==> src/rtl/io_uart_tx.sv <==
// Memory-mapped 8N1 UART transmitter with a small TX FIFO, programmable bit period
// and a level "transmit empty" interrupt. Read data is zero when not addressed.
module io_uart_tx #(
   parameter logic [7:0]  BASE_ADDR   = 8'h20,
   parameter int          FIFO_DEPTH  = 8,
   parameter logic [15:0] DEFAULT_DIV = 16'd868
) (
   input  logic        clk,
   input  logic        resetb,
   input  logic [7:0]  io_addr,
   input  logic        io_en,
   input  logic        io_we,
   input  logic [31:0] io_data_write,
   output logic [31:0] io_data_read,
   output logic        tx,
   output logic        irq_txempty
);

   localparam int AW = $clog2(FIFO_DEPTH);
   localparam logic [AW:0] FULL_CNT = (AW + 1)'(FIFO_DEPTH);

   typedef enum logic [1:0] {
      S_IDLE  = 2'd0,
      S_START = 2'd1,
      S_DATA  = 2'd2,
      S_STOP  = 2'd3
   } state_t;

   logic [7:0]  r_mem [FIFO_DEPTH];
   logic [AW-1:0] r_wptr, r_rptr;
   logic [AW:0] r_count;
   logic        r_ovf, r_irq_en, r_tx, r_irq;
   logic [15:0] r_div, r_baud;
   logic [7:0]  r_shift;
   logic [2:0]  r_bit;
   logic [31:0] r_rdata;
   state_t      r_state;

   logic [5:0]  w_off;
   logic        w_sel, w_wr, w_rd, w_wr_txdata, w_wr_div, w_wr_ctrl, w_rd_status;
   logic        w_empty, w_full, w_pop, w_push, w_ovf_evt;
   logic [15:0] w_div_m1, w_baud_nxt;
   logic [7:0]  w_shift_nxt;
   logic [2:0]  w_bit_nxt;
   logic        w_tx_nxt;
   state_t      w_state_nxt;
   logic [4:0]  w_count5;
   logic [31:0] w_rdata;
   logic        w_unused;

   // Subtraction wraps, so addresses below the base fall outside the 4-register window.
   assign w_off       = io_addr[7:2] - BASE_ADDR[7:2];
   assign w_sel       = io_en & (w_off < 6'd4);
   assign w_wr        = w_sel & io_we;
   assign w_rd        = w_sel & ~io_we;
   assign w_wr_txdata = w_wr & (w_off == 6'd0);
   assign w_rd_status = w_rd & (w_off == 6'd1);
   assign w_wr_div    = w_wr & (w_off == 6'd2);
   assign w_wr_ctrl   = w_wr & (w_off == 6'd3);
   assign w_unused    = &{1'b0, io_addr[1:0], io_data_write[31:16]};

   assign w_empty   = (r_count == '0);
   assign w_full    = (r_count == FULL_CNT);
   assign w_pop     = (r_state == S_IDLE) & ~w_empty;
   // A same-edge pop frees the slot, so a push into a full FIFO still lands.
   assign w_push    = w_wr_txdata & (~w_full | w_pop);
   assign w_ovf_evt = w_wr_txdata & ~w_push;
   assign w_div_m1  = r_div - 16'd1;
   assign w_count5  = 5'(r_count);

   // FIFO storage
   always_ff @(posedge clk) begin
      if (w_push) begin
         r_mem[r_wptr] <= io_data_write[7:0];
      end
   end

   // FIFO pointers and occupancy
   always_ff @(posedge clk or negedge resetb) begin
      if (!resetb) begin
         r_wptr  <= '0;
         r_rptr  <= '0;
         r_count <= '0;
      end else begin
         if (w_push) r_wptr <= r_wptr + AW'(1);
         if (w_pop)  r_rptr <= r_rptr + AW'(1);
         case ({w_push, w_pop})
            2'b10:   r_count <= r_count + (AW + 1)'(1);
            2'b01:   r_count <= r_count - (AW + 1)'(1);
            default: r_count <= r_count;
         endcase
      end
   end

   // Transmit FSM next-state and datapath
   always_comb begin
      w_state_nxt = r_state;
      w_baud_nxt  = r_baud;
      w_shift_nxt = r_shift;
      w_bit_nxt   = r_bit;
      w_tx_nxt    = r_tx;
      case (r_state)
         S_IDLE: begin
            if (w_pop) begin
               w_state_nxt = S_START;
               w_shift_nxt = r_mem[r_rptr];
               w_baud_nxt  = w_div_m1;
               w_tx_nxt    = 1'b0;
            end else begin
               w_tx_nxt    = 1'b1;
            end
         end
         S_START: begin
            if (r_baud == 16'd0) begin
               w_state_nxt = S_DATA;
               w_baud_nxt  = w_div_m1;
               w_tx_nxt    = r_shift[0];
               w_bit_nxt   = 3'd0;
            end else begin
               w_baud_nxt  = r_baud - 16'd1;
            end
         end
         S_DATA: begin
            if (r_baud == 16'd0) begin
               w_baud_nxt = w_div_m1;
               if (r_bit == 3'd7) begin
                  w_state_nxt = S_STOP;
                  w_tx_nxt    = 1'b1;
               end else begin
                  w_shift_nxt = r_shift >> 1;
                  w_tx_nxt    = r_shift[1];
                  w_bit_nxt   = r_bit + 3'd1;
               end
            end else begin
               w_baud_nxt = r_baud - 16'd1;
            end
         end
         S_STOP: begin
            if (r_baud == 16'd0) begin
               w_state_nxt = S_IDLE;
               w_baud_nxt  = w_div_m1;
               w_tx_nxt    = 1'b1;
            end else begin
               w_baud_nxt  = r_baud - 16'd1;
            end
         end
         default: begin
            w_state_nxt = S_IDLE;
            w_tx_nxt    = 1'b1;
         end
      endcase
   end

   // Transmit FSM state register
   always_ff @(posedge clk or negedge resetb) begin
      if (!resetb) begin
         r_state <= S_IDLE;
         r_baud  <= 16'd0;
         r_shift <= 8'd0;
         r_bit   <= 3'd0;
         r_tx    <= 1'b1;
      end else begin
         r_state <= w_state_nxt;
         r_baud  <= w_baud_nxt;
         r_shift <= w_shift_nxt;
         r_bit   <= w_bit_nxt;
         r_tx    <= w_tx_nxt;
      end
   end

   // Read-data mux for the selected register
   always_comb begin
      w_rdata = 32'd0;
      case (w_off[1:0])
         2'd1:    w_rdata = {23'd0, w_count5, r_ovf, (r_state != S_IDLE), w_empty, w_full};
         2'd2:    w_rdata = {16'd0, r_div};
         2'd3:    w_rdata = {31'd0, r_irq_en};
         default: w_rdata = 32'd0;
      endcase
   end

   // Control registers, sticky overflow, read data and interrupt
   always_ff @(posedge clk or negedge resetb) begin
      if (!resetb) begin
         r_div    <= DEFAULT_DIV;
         r_irq_en <= 1'b0;
         r_ovf    <= 1'b0;
         r_rdata  <= 32'd0;
         r_irq    <= 1'b0;
      end else begin
         if (w_wr_div) begin
            r_div <= (io_data_write[15:0] == 16'd0) ? 16'd1 : io_data_write[15:0];
         end
         if (w_wr_ctrl) begin
            r_irq_en <= io_data_write[0];
         end
         if (w_ovf_evt) begin
            r_ovf <= 1'b1;
         end else if (w_rd_status) begin
            r_ovf <= 1'b0;
         end
         r_rdata <= w_rd ? w_rdata : 32'd0;
         r_irq   <= r_irq_en & w_empty & (r_state == S_IDLE);
      end
   end

   assign io_data_read = r_rdata;
   assign tx           = r_tx;
   assign irq_txempty  = r_irq;

endmodule

==> config.mk <==
export PLATFORM = sky130hd
export DESIGN_NAME = io_uart_tx
export DESIGN_NICKNAME = d
export VERILOG_FILES = /design/src/rtl/io_uart_tx.sv
export SDC_FILE = /design/constraint.sdc
export NUM_CORES = 1
export LEC_CHECK = 0
export BUFFER_PORTS_ARGS = -buffer_cell sky130_fd_sc_hd__buf_2
export CORE_ASPECT_RATIO = 0.5
export CORE_MARGIN = 2
export CORE_UTILIZATION = 50
export DETAILED_ROUTE_END_ITERATION = 16
export GPL_TIMING_DRIVEN = 0
export PLACE_DENSITY = 0.81
export SKIP_LAST_GASP = 1
export SLEW_MARGIN = 20
export SYNTH_ARGS = -nofsm -noshare
export SYNTH_HDL_FRONTEND = slang
export SYNTH_SLANG_ARGS = --single-unit
==> constraint.sdc <==
create_clock -name clk -period 6.5 [get_ports clk]
set_input_delay 0.325 -clock clk [delete_from_list [all_inputs] [get_ports clk]]
set_output_delay 0.325 -clock clk [all_outputs]
set_load 0.05 [all_outputs]
## After elaboration in Yosys (flattened, before gate mapping)

Memory sizes are Yosys's and may differ from the RTL's.
Cells that the tools add are included.

- Bits in registers: 91
- Bits in writable memories: 64
- Input bits: 44
- Word-level logic and storage cells: 105
- Memories kept: 1

- Add/sub/neg operators: 8
- Magnitude comparators: 1
- Eq/ne operators: 19
- Muxes and demuxes: 31
- Bitwise logic cells: 17
- Reduce and logical (&&, ||, !) cells: 15

Memory list:

| memory | depth | width | read ports | clocked after Yosys merged registers in | write ports | RTL line | source |
|---|---|---|---|---|---|---|---|
| r_mem | 8 | 8 | 1 | 0 | 1 | 29 | `logic [7:0] r_mem [FIFO_DEPTH];` |

Operator list:

| operator | number |
|---|---|
| $mux W16 | 3 |
| $pmux W16 S3 | 1 |
| $logic_not A16 Y1 | 2 |
| $mux W32 | 1 |
| $pmux W16 S2 | 1 |
| $sub A16 B1 Y16 const B | 2 |
| $mux W8 | 3 |
| $pmux W8 S2 | 1 |
| $and A1 B1 Y1 | 12 |
| $eq A6 B2 Y1 const B | 2 |
| $ne A2 B2 Y1 const B | 6 |
| $eq A2 B2 Y1 const B | 5 |
| $mux W2 | 5 |
| $reduce_bool A2 Y1 | 5 |
| $add A3 B1 Y3 const B | 3 |
| $mux W1 | 9 |
| $mux W3 | 3 |
| $pmux W2 S4 | 1 |
| $pmux W4 S2 | 1 |
| $reduce_and A4 Y1 | 2 |
| $eq A2 B1 Y1 const B | 3 |
| $eq A6 B1 Y1 const B | 1 |
| $logic_not A6 Y1 | 1 |
| $lt A6 B3 Y1 const B | 1 |
| 14 further kinds | 17 |

## Depth between registers and ports, before layout

- Depth in word-level cells: 9
- Mapped depth: 11

## Worst setup path before layout

OpenSTA, ideal clock, no wires.

- Path kind: reg2reg
- Start: register r_count[0]
- End: register r_count[3]
- Arrival: 2.418 ns
- Required time: 6.376 ns
- Slack: 3.958 ns
- Stages on the path, launching flop included: 11
- Period minus slack after synthesis: 2.542 ns
- Cell sequence: dfrtp_1 > or4_1 > clkbuf_1 > nand2_2 > a31oi_1 > ha_1 > a21o_1 > a21o_1 > a311oi_1 > a31oi_1 > xnor2_1

- Word-level cells in the longest chain between the ends: 7
- Elaborated cells on any way between the ends: 13
- Those cells by class: 2 x add/sub; 3 x eq/ne; 1 x mux; 5 x bitwise; 2 x reduce/logical

RTL lines:

| item | RTL line | source |
|---|---|---|
| start, declared | 31 | `logic [AW:0] r_count;` |
| start signal, assigned | 88 | `2'b10: r_count <= r_count + (AW + 1)'(1);` |
| start signal, assigned | 89 | `2'b01: r_count <= r_count - (AW + 1)'(1);` |
| start signal, assigned | 90 | `default: r_count <= r_count;` |
| $logic_not A4 Y1 | 62 | `assign w_empty = (r_count == '0);` |
| $not A1 Y1 | 64 | `assign w_pop = (r_state == S_IDLE) & ~w_empty;` |
| $and A1 B1 Y1 | 64 |  |
| $or A1 B1 Y1 | 66 | `assign w_push = w_wr_txdata & (~w_full \| w_pop);` |
| $and A1 B1 Y1 | 66 |  |
| $eq A2 B1 Y1 / $eq A2 B2 Y1 (equally long branches) | 87 | `case ({w_push, w_pop})` |
| $pmux W4 S2 / $reduce_bool A2 Y1 (equally long branches) | n/a |  |

Several ways; a longest one is shown, not always the timed one.
A chain may end at the register's enable or synchronous reset.

## Worst setup path after layout

Same ends and word-level chain as after synthesis.

==> run summary <==
Run status
* finished, violations left — status
* design-rule violations — violated checks

Clock network
* 139 — Clock Sink Count
* sky130_fd_sc_hd__clkbuf_16 — root cell of the clock tree
* 4 — H-Tree Depth
* yes — clock tree from TritonCTS
* 17 — TritonCTS buffer count
* 2 — Clock Path Buffers
* 0.42 ns — Clk Latency, worst-skew pair
* 0.06 ns — clock edge transition at the registers on the reported setup and hold paths

Synth
* 6678 um^2 — Mapped Area
* 62 — post-synthesis cell type count
* sky130_fd_sc_hd__dfrtp_1 — Top FF cell, synth
* 57.00% — sequential cell area fraction in the yosys report
* 521 — number of instances in the synthesized netlist
* 12.82 um^2 — mean cell area of the mapped netlist
* 0 — number of warnings printed during yosys synthesis
* sky130_fd_sc_hd__edfxtp_1 — cell taking the most area after synthesis
* sky130_fd_sc_hd__dfrtp_1 (69), sky130_fd_sc_hd__edfxtp_1 (64), sky130_fd_sc_hd__nand2_1 (34), sky130_fd_sc_hd__nor2_1 (34), sky130_fd_sc_hd__mux2_2 (28) — most frequent cells after synthesis
* 28.78% — Yosys top cell area share
* sky130_fd_sc_hd__dfrtp_1 — most repeated cell in the gate-level netlist after synthesis
* 53.96% — fraction of synthesis flops using an asynchronous set or reset pin
* sky130_fd_sc_hd__edfxtp_1 (29%), sky130_fd_sc_hd__dfrtp_1 (26%), sky130_fd_sc_hd__mux4_2 (5.4%) — synth top area cells
* 64 — number of enable flip-flop cells after synthesis
* 139 — number of synthesized register bits

Cells and area
* 26.02% — share of final-layout standard cells stronger than drive strength 1
* 0 — diodes inserted
* 958 — fillers
* 781 — number of cells in the finished layout apart from fillers
* 657 — number of nets at the end of the flow
* 16.81% — area growth from synthesis to layout

Floorplanning
* 14350 um^2 — die outline area
* 12840 um^2 — area of the core region
* 78 — I/O pins
* 51.99% — initial standard-cell utilization of the core
* 29 — count of standard-cell rows
* 85.72 um — y dimension of the die
* 167.4 um — die width

Timing
* 0 ns — final setup TNS
* 0 — final max-slew violation count
* 2.907 ns — final critical-path required period
* 37.37% — worst slew margin relative to its limit
* 0.9323 ns — transition at the pin with the smallest max-transition slack
* 0 — Fin. Hold Viols
* 0.005952 ns — final clock skew
* false — setup repair after global routing missed its margin
* 344.0 MHz — fmax
* 0 — number of setup violations in the final report
* 0.1489 ns — worst hold slack across all endpoints
* 44.72% — crit share post-route

Drt
* 0 — final antenna-violating net count
* 392 — Starting DRT DRC Count
* 18.70 um — drt wl/cell
* 4 — DRC
* 11 — number of detailed-route iterations in the first pass
* 5.809 — average vias per placed instance
* 14610 um — final WL
* 4537 — via count of the routed design

Critical path
* flop to flop — Worst Path Class, Setup
* 7 — largest driver fanout on the critical path
* flop — kind of start point of the critical path
* 3.20 ns — worst endpoint data arrival time
* flop — crit end category
* 6.80 ns — data required time of the worst path
* 10 — worst reg2reg path depth

GRT
* 21.81% — global-route usage over all layers
* 23800 um — global-route wire length before repair
* 0 — Overflow after GRT
* 58 — maximum number of pins on one net before global-route repair
* 0 — number of antenna violations at the first check in global routing
* 4499 — number of global-route vias before repair

Placement
* 9812 um — dpl hpwl
* 0.8596 — routability congestion estimate
* 41 — IO buf count
* 748 — total instance count after detailed placement

Pwr
* 0.2531 mV — largest vdd supply drop
* 3.191 nW — standby leakage power
* 417.7 nW/um^2 — Power Dens Cells
* 0.003258 W — power after layout

Min path
* input port to flop — path class of the lowest-slack min-delay path
* 2 — cell depth of the worst min-delay path

Run
* 0 — number of maximum-capacitance constraint violations

-- layer usage --
layer	vias up	routed length [um]	GRT usage, %
li1	2069	-	-
met3	31	932	3.922
met5	-	0	0
met2	181	7142	36.89
met1	2256	6227	28.32
met4	0	306	9.328
-- power by group --
| group | total, W | switching, W | internal (W) | leakage, nW |
|---|---|---|---|---|
| combinational | 0.00108 | 0.000584 | 0.000494 | 1.38 |
| clock | 0.000986 | 0.000380 | 0.000606 | 0.282 |
| sequential | 0.00119 | 0.000141 | 0.00105 | 1.53 |
-- registers in the layout, summed over array words and instances (netlist names) --
name and count:
tx 1, r_state 2, r_baud 16, r_wptr 3, io_data_read 16, r_mem 64, r_bit 3, r_shift 8
r_ovf 1, irq_txempty 1, r_count 4, r_rptr 3, r_irq_en 1, r_div 16
-- worst paths after layout --
| path | from | to | slack [ns] |
|---|---|---|---|
| worst max register to register | r_count[0] | r_count[3] | 3.59 |
| worst min-delay path | io_data_write[11] | r_div[11] | 0.15 |
| min in group asynchronous | resetb | r_count[2] | 0.33 |
| worst max-delay path | r_count[0] | r_count[3] | 3.59 |
| max in group asynchronous | resetb | tx | 5.55 |
| worst min register to register | r_bit[1] | r_bit[1] | 0.51 |
-- final cells by class --
cell class	instances	area (um^2)	area share, %
clock inverters	13	165.2	2.117
clock buffers	19	432.9	5.550
multi-input cells	346	2671	34.25
well taps	170	212.7	2.727
flip-flops and latches	139	3806	48.80
plain buffers	37	214.0	2.743
inverters	14	52.55	0.6737
repair buffers	43	245.2	3.144
-- worst max-delay path, stage by stage (launching register included) --
cell,delay [ns]
sky130_fd_sc_hd__dfrtp_1,0.49
sky130_fd_sc_hd__or4_1,0.16
sky130_fd_sc_hd__clkbuf_1,0.26
sky130_fd_sc_hd__nand2_2,0.21
sky130_fd_sc_hd__a31oi_1,0.49
sky130_fd_sc_hd__ha_1,0.34
sky130_fd_sc_hd__a21o_1,0.17
sky130_fd_sc_hd__a21o_1,0.19
sky130_fd_sc_hd__a311oi_1,0.25
sky130_fd_sc_hd__a31oi_1,0.08
sky130_fd_sc_hd__xnor2_1,0.14
-- logic make-up after synthesis --
family	share of synthesized area (%)
simple gates	11.30
flops	57.00
compound gates	9.181
buf+inv	3.991
mux	11.09
xor+xnor	4.459
fa+ha+maj	2.923
other cells	0.05616
-- timing repair --
item | CTS | global route
endpoints found under the setup margin | 0 | 0
buffers inserted | 0 | 0
hold endpoints to repair | 18 | 0
resized for setup | 0 | 0
hold buffers | 1 | 0
-- through the flow --
stage | worst slack (ns) | util [%] | instance area, um^2
floorplan | 3.958 | - | 6734
global placement | 3.420 | 55.68 | 7152
detailed placement | 3.659 | 55.99 | 7192
CTS | 3.630 | 60.72 | 7800
global route | 3.368 | 60.72 | 7800
finish | 3.593 | 60.72 | 7800
-- layout by cell type, fill, tap and decap left out, types with 16 or more instances in the layout --
| master | netlist | final |
|---|---|---|
| sky130_fd_sc_hd__clkbuf_16 | 0 | 17 |
| sky130_fd_sc_hd__buf_2 | 6 | 46 |
| sky130_fd_sc_hd__mux4_2 | 16 | 16 |
| sky130_fd_sc_hd__mux2_2 | 28 | 28 |
| sky130_fd_sc_hd__o21ai_0 | 22 | 22 |
| sky130_fd_sc_hd__nor2_1 | 34 | 34 |
| sky130_fd_sc_hd__dfrtp_1 | 69 | 69 |
| sky130_fd_sc_hd__nand2_1 | 34 | 34 |
| sky130_fd_sc_hd__buf_4 | 16 | 17 |
| sky130_fd_sc_hd__xnor2_1 | 22 | 22 |
| sky130_fd_sc_hd__edfxtp_1 | 64 | 64 |
| sky130_fd_sc_hd__conb_1 | 1 | 16 |
(Power assumes the default switching activity.)
